`src/rtl/writeback_regfile_if.sv`:
```
// Bundles the Memory-to-Writeback commit bus, the Decode read ports and the
// Execute forwarding outputs of the writeback register file.
interface writeback_regfile_if #(
   parameter int DATA_WIDTH = 32
);
   logic [4:0]            mem_wb_regdest;
   logic                  mem_wb_writereg;
   logic [DATA_WIDTH-1:0] mem_wb_wbvalue;
   logic [4:0]            id_rs_addr;
   logic [4:0]            id_rt_addr;
   logic [DATA_WIDTH-1:0] wb_id_rsvalue;
   logic [DATA_WIDTH-1:0] wb_id_rtvalue;
   logic [4:0]            wb_ex_regdest;
   logic                  wb_ex_writereg;
   logic [DATA_WIDTH-1:0] wb_ex_wbvalue;

   modport master (
      output mem_wb_regdest,
      output mem_wb_writereg,
      output mem_wb_wbvalue,
      output id_rs_addr,
      output id_rt_addr,
      input  wb_id_rsvalue,
      input  wb_id_rtvalue,
      input  wb_ex_regdest,
      input  wb_ex_writereg,
      input  wb_ex_wbvalue
   );

   modport slave (
      input  mem_wb_regdest,
      input  mem_wb_writereg,
      input  mem_wb_wbvalue,
      input  id_rs_addr,
      input  id_rt_addr,
      output wb_id_rsvalue,
      output wb_id_rtvalue,
      output wb_ex_regdest,
      output wb_ex_writereg,
      output wb_ex_wbvalue
   );
endinterface

```
`src/rtl/writeback_regfile.sv`:
```
// Writeback stage: commits Memory-stage results into a 32x32 register file,
// serves two bypassed Decode read ports and a registered Execute forward.
module writeback_regfile #(
   parameter int DATA_WIDTH  = 32,
   parameter int COUNT_WIDTH = 32
) (
   input  logic                   clock,
   input  logic                   reset,
   writeback_regfile_if.slave     bus,
   output logic [COUNT_WIDTH-1:0] wb_retired_count
);

   localparam logic [COUNT_WIDTH-1:0] COUNT_ONE = {{(COUNT_WIDTH-1){1'b0}}, 1'b1};

   logic                  commit_s;
   logic [DATA_WIDTH-1:0] regs_r [0:31];
   logic [DATA_WIDTH-1:0] rs_value_s;
   logic [DATA_WIDTH-1:0] rt_value_s;

   // Index 0 is excluded so regs_r[0] is never written and stays zero.
   always_comb begin
      commit_s = bus.mem_wb_writereg && (bus.mem_wb_regdest != 5'd0) && !reset;
   end

   // Read port A with write-through bypass of the committing value
   always_comb begin
      rs_value_s = {DATA_WIDTH{1'b0}};
      if (bus.id_rs_addr == 5'd0) begin
         rs_value_s = {DATA_WIDTH{1'b0}};
      end else if (commit_s && (bus.mem_wb_regdest == bus.id_rs_addr)) begin
         rs_value_s = bus.mem_wb_wbvalue;
      end else begin
         rs_value_s = regs_r[bus.id_rs_addr];
      end
   end

   // Read port B, independent of port A
   always_comb begin
      rt_value_s = {DATA_WIDTH{1'b0}};
      if (bus.id_rt_addr == 5'd0) begin
         rt_value_s = {DATA_WIDTH{1'b0}};
      end else if (commit_s && (bus.mem_wb_regdest == bus.id_rt_addr)) begin
         rt_value_s = bus.mem_wb_wbvalue;
      end else begin
         rt_value_s = regs_r[bus.id_rt_addr];
      end
   end

   assign bus.wb_id_rsvalue = rs_value_s;
   assign bus.wb_id_rtvalue = rt_value_s;

   // Array, forwarding register and retired counter share one reset/commit
   always_ff @(posedge clock) begin
      if (reset) begin
         for (int i = 0; i < 32; i++) begin
            regs_r[i] <= {DATA_WIDTH{1'b0}};
         end
         bus.wb_ex_regdest  <= 5'd0;
         bus.wb_ex_writereg <= 1'b0;
         bus.wb_ex_wbvalue  <= {DATA_WIDTH{1'b0}};
         wb_retired_count   <= {COUNT_WIDTH{1'b0}};
      end else begin
         bus.wb_ex_writereg <= commit_s;
         if (commit_s) begin
            regs_r[bus.mem_wb_regdest] <= bus.mem_wb_wbvalue;
            bus.wb_ex_regdest          <= bus.mem_wb_regdest;
            bus.wb_ex_wbvalue          <= bus.mem_wb_wbvalue;
            wb_retired_count           <= wb_retired_count + COUNT_ONE;
         end else begin
            bus.wb_ex_regdest <= bus.wb_ex_regdest;
            bus.wb_ex_wbvalue <= bus.wb_ex_wbvalue;
            wb_retired_count  <= wb_retired_count;
         end
      end
   end

endmodule

```
`src/flat_wrapper.sv`:
```
// flat-port wrapper written by rule: the top's interface ports become plain ports
module writeback_regfile_flat 
#(
   parameter int DATA_WIDTH  = 32,
   parameter int COUNT_WIDTH = 32
)
  (clock, reset, wb_retired_count, bus_mem_wb_regdest, bus_mem_wb_writereg, bus_mem_wb_wbvalue, bus_id_rs_addr, bus_id_rt_addr, bus_wb_id_rsvalue, bus_wb_id_rtvalue, bus_wb_ex_regdest, bus_wb_ex_writereg, bus_wb_ex_wbvalue);
  writeback_regfile_if #(.DATA_WIDTH(DATA_WIDTH)) bus_i ();
  input  logic clock;
  input  logic reset;
  output logic [COUNT_WIDTH-1:0] wb_retired_count;
  input wire logic [$bits(bus_i.mem_wb_regdest)-1:0] bus_mem_wb_regdest;
  input wire logic [$bits(bus_i.mem_wb_writereg)-1:0] bus_mem_wb_writereg;
  input wire logic [$bits(bus_i.mem_wb_wbvalue)-1:0] bus_mem_wb_wbvalue;
  input wire logic [$bits(bus_i.id_rs_addr)-1:0] bus_id_rs_addr;
  input wire logic [$bits(bus_i.id_rt_addr)-1:0] bus_id_rt_addr;
  output wire logic [$bits(bus_i.wb_id_rsvalue)-1:0] bus_wb_id_rsvalue;
  output wire logic [$bits(bus_i.wb_id_rtvalue)-1:0] bus_wb_id_rtvalue;
  output wire logic [$bits(bus_i.wb_ex_regdest)-1:0] bus_wb_ex_regdest;
  output wire logic [$bits(bus_i.wb_ex_writereg)-1:0] bus_wb_ex_writereg;
  output wire logic [$bits(bus_i.wb_ex_wbvalue)-1:0] bus_wb_ex_wbvalue;
  assign bus_i.mem_wb_regdest = bus_mem_wb_regdest;
  assign bus_i.mem_wb_writereg = bus_mem_wb_writereg;
  assign bus_i.mem_wb_wbvalue = bus_mem_wb_wbvalue;
  assign bus_i.id_rs_addr = bus_id_rs_addr;
  assign bus_i.id_rt_addr = bus_id_rt_addr;
  assign bus_wb_id_rsvalue = bus_i.wb_id_rsvalue;
  assign bus_wb_id_rtvalue = bus_i.wb_id_rtvalue;
  assign bus_wb_ex_regdest = bus_i.wb_ex_regdest;
  assign bus_wb_ex_writereg = bus_i.wb_ex_writereg;
  assign bus_wb_ex_wbvalue = bus_i.wb_ex_wbvalue;
  writeback_regfile #(.DATA_WIDTH(DATA_WIDTH), .COUNT_WIDTH(COUNT_WIDTH)) u_core (.clock(clock), .reset(reset), .bus(bus_i), .wb_retired_count(wb_retired_count));
endmodule
```
`config.mk`:
```
export PLATFORM = sky130hd
export DESIGN_NAME = writeback_regfile_flat
export DESIGN_NICKNAME = d
export VERILOG_FILES = /design/src/rtl/writeback_regfile_if.sv /design/src/rtl/writeback_regfile.sv /design/src/flat_wrapper.sv
export SDC_FILE = /design/constraint.sdc
export NUM_CORES = 2
export LEC_CHECK = 0
export BUFFER_PORTS_ARGS = -buffer_cell sky130_fd_sc_hd__buf_2
export CORE_MARGIN = 1
export CORE_UTILIZATION = 46
export DETAILED_ROUTE_END_ITERATION = 12
export PLACE_DENSITY_LB_ADDON = 0.08
export SLEW_MARGIN = 20
export SYNTH_ARGS = -nofsm -noshare
export SYNTH_HDL_FRONTEND = slang
export SYNTH_SLANG_ARGS = --single-unit
```
`constraint.sdc`:
```
create_clock -name clock -period 3 [get_ports clock]
set_input_delay 0.6 -clock clock [delete_from_list [all_inputs] [get_ports clock]]
set_output_delay 0.6 -clock clock [all_outputs]
set_load 0.02 [all_outputs]
```
==> impl_metrics.toml <==
[run_status]
outcome = "finished with violations"
violations = "setup timing"

[floorplanning]
die-area_um2 = 129000
die_w_um = 360
ios = 184
die_h_um = 360
initial_utilization_pct = 46.6
core_um2 = 126000
rows = 130

[drt]
routed_via_density = 6.37
detail_route.wl_per_cell_um = 34.5
drc_errors = 0
ant_nets = 0
first_iter_violations = 6405
finalWirelength_um = 238000
first_pass_iters = 5
dr_total_vias = 44000

[synthesis]
synthCells = 4545
yosysSeqAreaShare_pct = 54.7
netlist_area_um2 = 58800
synth_warnings = 0
synth_area_leaders = "edfxtp_1 (52%), and2_1 (11%), mux4_2 (10%)"
synth.most_common_cell = "edfxtp_1"
ys.flop_type = "edfxtp_1"
yosysUniqueCellTypes = 58
avgSynthCellArea_um2 = 12.9
synth.top_cell.area_share_pct = 52.3
synth_seq_cells = 1094
async_flop_share_pct = 0
synth_edf_count = 1024
synth_common_cells = "edfxtp_1 (1,024), and2_1 (994), clkbuf_1 (346)"
synth_largest_area_cell = "edfxtp_1"

[sta]
skew_ns = 0.00689
fin_crit_sh_pct = 111
fin_ws_ns = -0.339
slew_viol_final = 0
max_slew_margin_pct = 31.7
timing.fmax_mhz = 299
hold_viol_final = 0
layout_min_cycle_time_ns = 3.34
worstMarginPinSlew_ns = 1.02
rsz0062_at_grt = "yes"
setup_viol = 63

[critical_path]
worstSetupPathType = "register to output pin"
end_kind = "output pin"
worstPathRequired_ns = 2.40
arrival_ns = 2.74
reg2reg_to = "u_core.wb_retired_count[26]"
cp-start-kind = "register"
crit_path_start = "u_core.regs_r[28][0]"
rr_worst_depth = 5
r2r_start = "u_core.wb_retired_count[3]"
cp_max_fo = 2
worst-r2r-setup-slack_ns = 0.88

[placed_design]
numPortBuffers = 183
dpl.cell_count = 6603
dp_hpwl_um = 155000
place_congestion = 0.924
dp_slack_ns = -0.885

[global_routing]
grt_pass1_vias = 42600
grt_usage_pct = 36.1
grt_start_max_net_pins = 134
antenna_found_initial = 19
grt_overflow = 0
grt_pass1_wl_um = 329000

[final_layout]
fin_nets = 5203
final_cells = 6911
drive_above_1_share_pct = 38.8
syn_to_final_growth_pct = 29.8

[power]
powerDensity_nw_per_um2 = 521
total_power_mw = 39.7
comb_power_share_pct = 17.2
p_clk_share_pct = 37.7
swShare_pct = 26.6
p_leak_nw = 27.6
p_int_mw = 29.2
seq_power_share_pct = 45.1
switchingPower_mw = 10.6
vdd_ir_drop_max_mv = 0.474

[min_path]
hold_path_startpoint = "bus_mem_wb_wbvalue[19]"
min_path_cells = 3
hold_class = "input pin to register"
min_to = "u_core.bus.wb_ex_wbvalue[19]"

[clock_tree]
clkLatencyLatePin_ns = 0.74
numCtsBuffers = 121
clkSlewWorstSetupHoldPaths_ns = 0.06
cts_sinks = 1094
hold_buffers = 0
cts_tree = "done"
cts_root_buf = "clkbuf_16"
clockBufferDepth = 3
htreeDepth = 3

[run]
maxCapViolCount = 0
-- kinds of logic after synthesis --
family	share of synthesized area (%)
AND/OR/NAND/NOR	16.1
flip-flops	54.7
multiplexers	18.4
AO/OA/AOI/OAI	6.76
buffers and inverters	3.47
XOR/XNOR	0.536
adder cells (fa/ha/maj)	0.0213
other	0.00637
-- sequential cells by signal, summed over array words and instances, names as in the netlist --
signal and flops:
u_core.regs_r 1024, u_core.bus.wb_ex_wbvalue 32, u_core.wb_retired_count 32, u_core.bus.wb_ex_regdest 5
u_core.bus.wb_ex_writereg 1
-- worst max-delay path by stage --
stage | endpoint | slack, ns | cells past startpoint
floorplan | bus_wb_id_rtvalue[6] | 0.005 | 8
global placement | bus_wb_id_rsvalue[3] | -0.90 | 10
detailed placement | bus_wb_id_rsvalue[17] | -0.89 | 11
CTS | bus_wb_id_rsvalue[0] | -0.38 | 7
global route | bus_wb_id_rtvalue[1] | -0.37 | 8
finish | bus_wb_id_rsvalue[0] | -0.34 | 7
-- metal layers --
layer / global-route usage, % / part of all wire [%]
met1: 50.1 / 40
met2: 54.9 / 45
met3: 9.25 / 12
met4: 13.0 / 3.8
met5: 0 / 0.018
-- layout make-up --
class / count / area (um^2)
inverters: 7 / 26.3
multi-input cells: 3002 / 28100
repair buffers: 926 / 10100
clock buffers: 182 / 3590
well taps: 1650 / 2060
flip-flops and latches: 1094 / 32200
clock inverters: 44 / 348
fillers: 9683 / 49900
diodes: 6 / 15.0
-- power by group through the flow --
| stage | registers (mW) | clock network [mW] | logic (mW) |
|---|---|---|---|
| after detailed placement | 18.2 | 0 | 5.63 |
| after global routing | 18.0 | 15.6 | 7.01 |
| final | 17.9 | 15.0 | 6.83 |
| after CTS | 17.9 | 15.1 | 6.38 |
| after floorplan | 18.1 | 0 | 2.81 |
| after global placement | 18.2 | 0 | 5.61 |
-- placed cells by master, fill, tap and decap left out, types with 29 or more instances in the layout --
cell | Yosys | layout
clkbuf_16 | 0 | 134
nand2_1 | 87 | 84
nor4_2 | 8 | 40
a21oi_1 | 102 | 62
nor2_1 | 187 | 86
or2_2 | 34 | 33
mux2i_1 | 240 | 213
buf_12 | 0 | 181
nor2_4 | 0 | 61
buf_6 | 8 | 66
buf_2 | 90 | 124
a211oi_2 | 0 | 32
a2111oi_4 | 0 | 47
conb_1 | 1 | 32
o21ai_0 | 70 | 59
a211oi_1 | 163 | 128
buf_4 | 18 | 503
mux4_2 | 261 | 261
nor2b_1 | 170 | 141
mux2_2 | 197 | 198
dfxtp_1 | 70 | 70
a21oi_2 | 0 | 31
o22ai_1 | 94 | 75
and2_1 | 994 | 994
buf_16 | 0 | 29
edfxtp_1 | 1024 | 1024
clkbuf_1 | 346 | 34
nor2_2 | 0 | 40
-- worst max-delay path, stage by stage, from the launching register on --
cell,delay (ns)
edfxtp_1,0.41
mux4_2,0.46
mux2i_1,0.22
buf_4,0.19
nor2_4,0.06
a2111oi_4,0.34
a21oi_2,0.14
buf_4,0.18
-- repair_timing --
| action | CTS | global route |
|---|---|---|
| cloned | 17 | 7 |
| pin swaps | 119 | 94 |
| setup buffers | 64 | 33 |
| resized for setup | 553 | 271 |
| endpoints found under the setup margin | 64 | 64 |
-- per-stage QoR --
stage / area [um^2] / TNS [ns] / util (%) / hold WS, ns
3_5_place_dp: 67500 / -33.16 / 53.5 / 0.445
4_1_cts: 74800 / -13.53 / 59.2 / 0.0859
2_1_floorplan: 58900 / 0 / - / 0.535
6_report: 76300 / -11.87 / 60.5 / 0.131
3_3_place_gp: 67500 / -32.74 / 53.5 / 0.439
5_1_grt: 76300 / -15.16 / 60.5 / 0.147
Power figures use the tool's default switching activity.
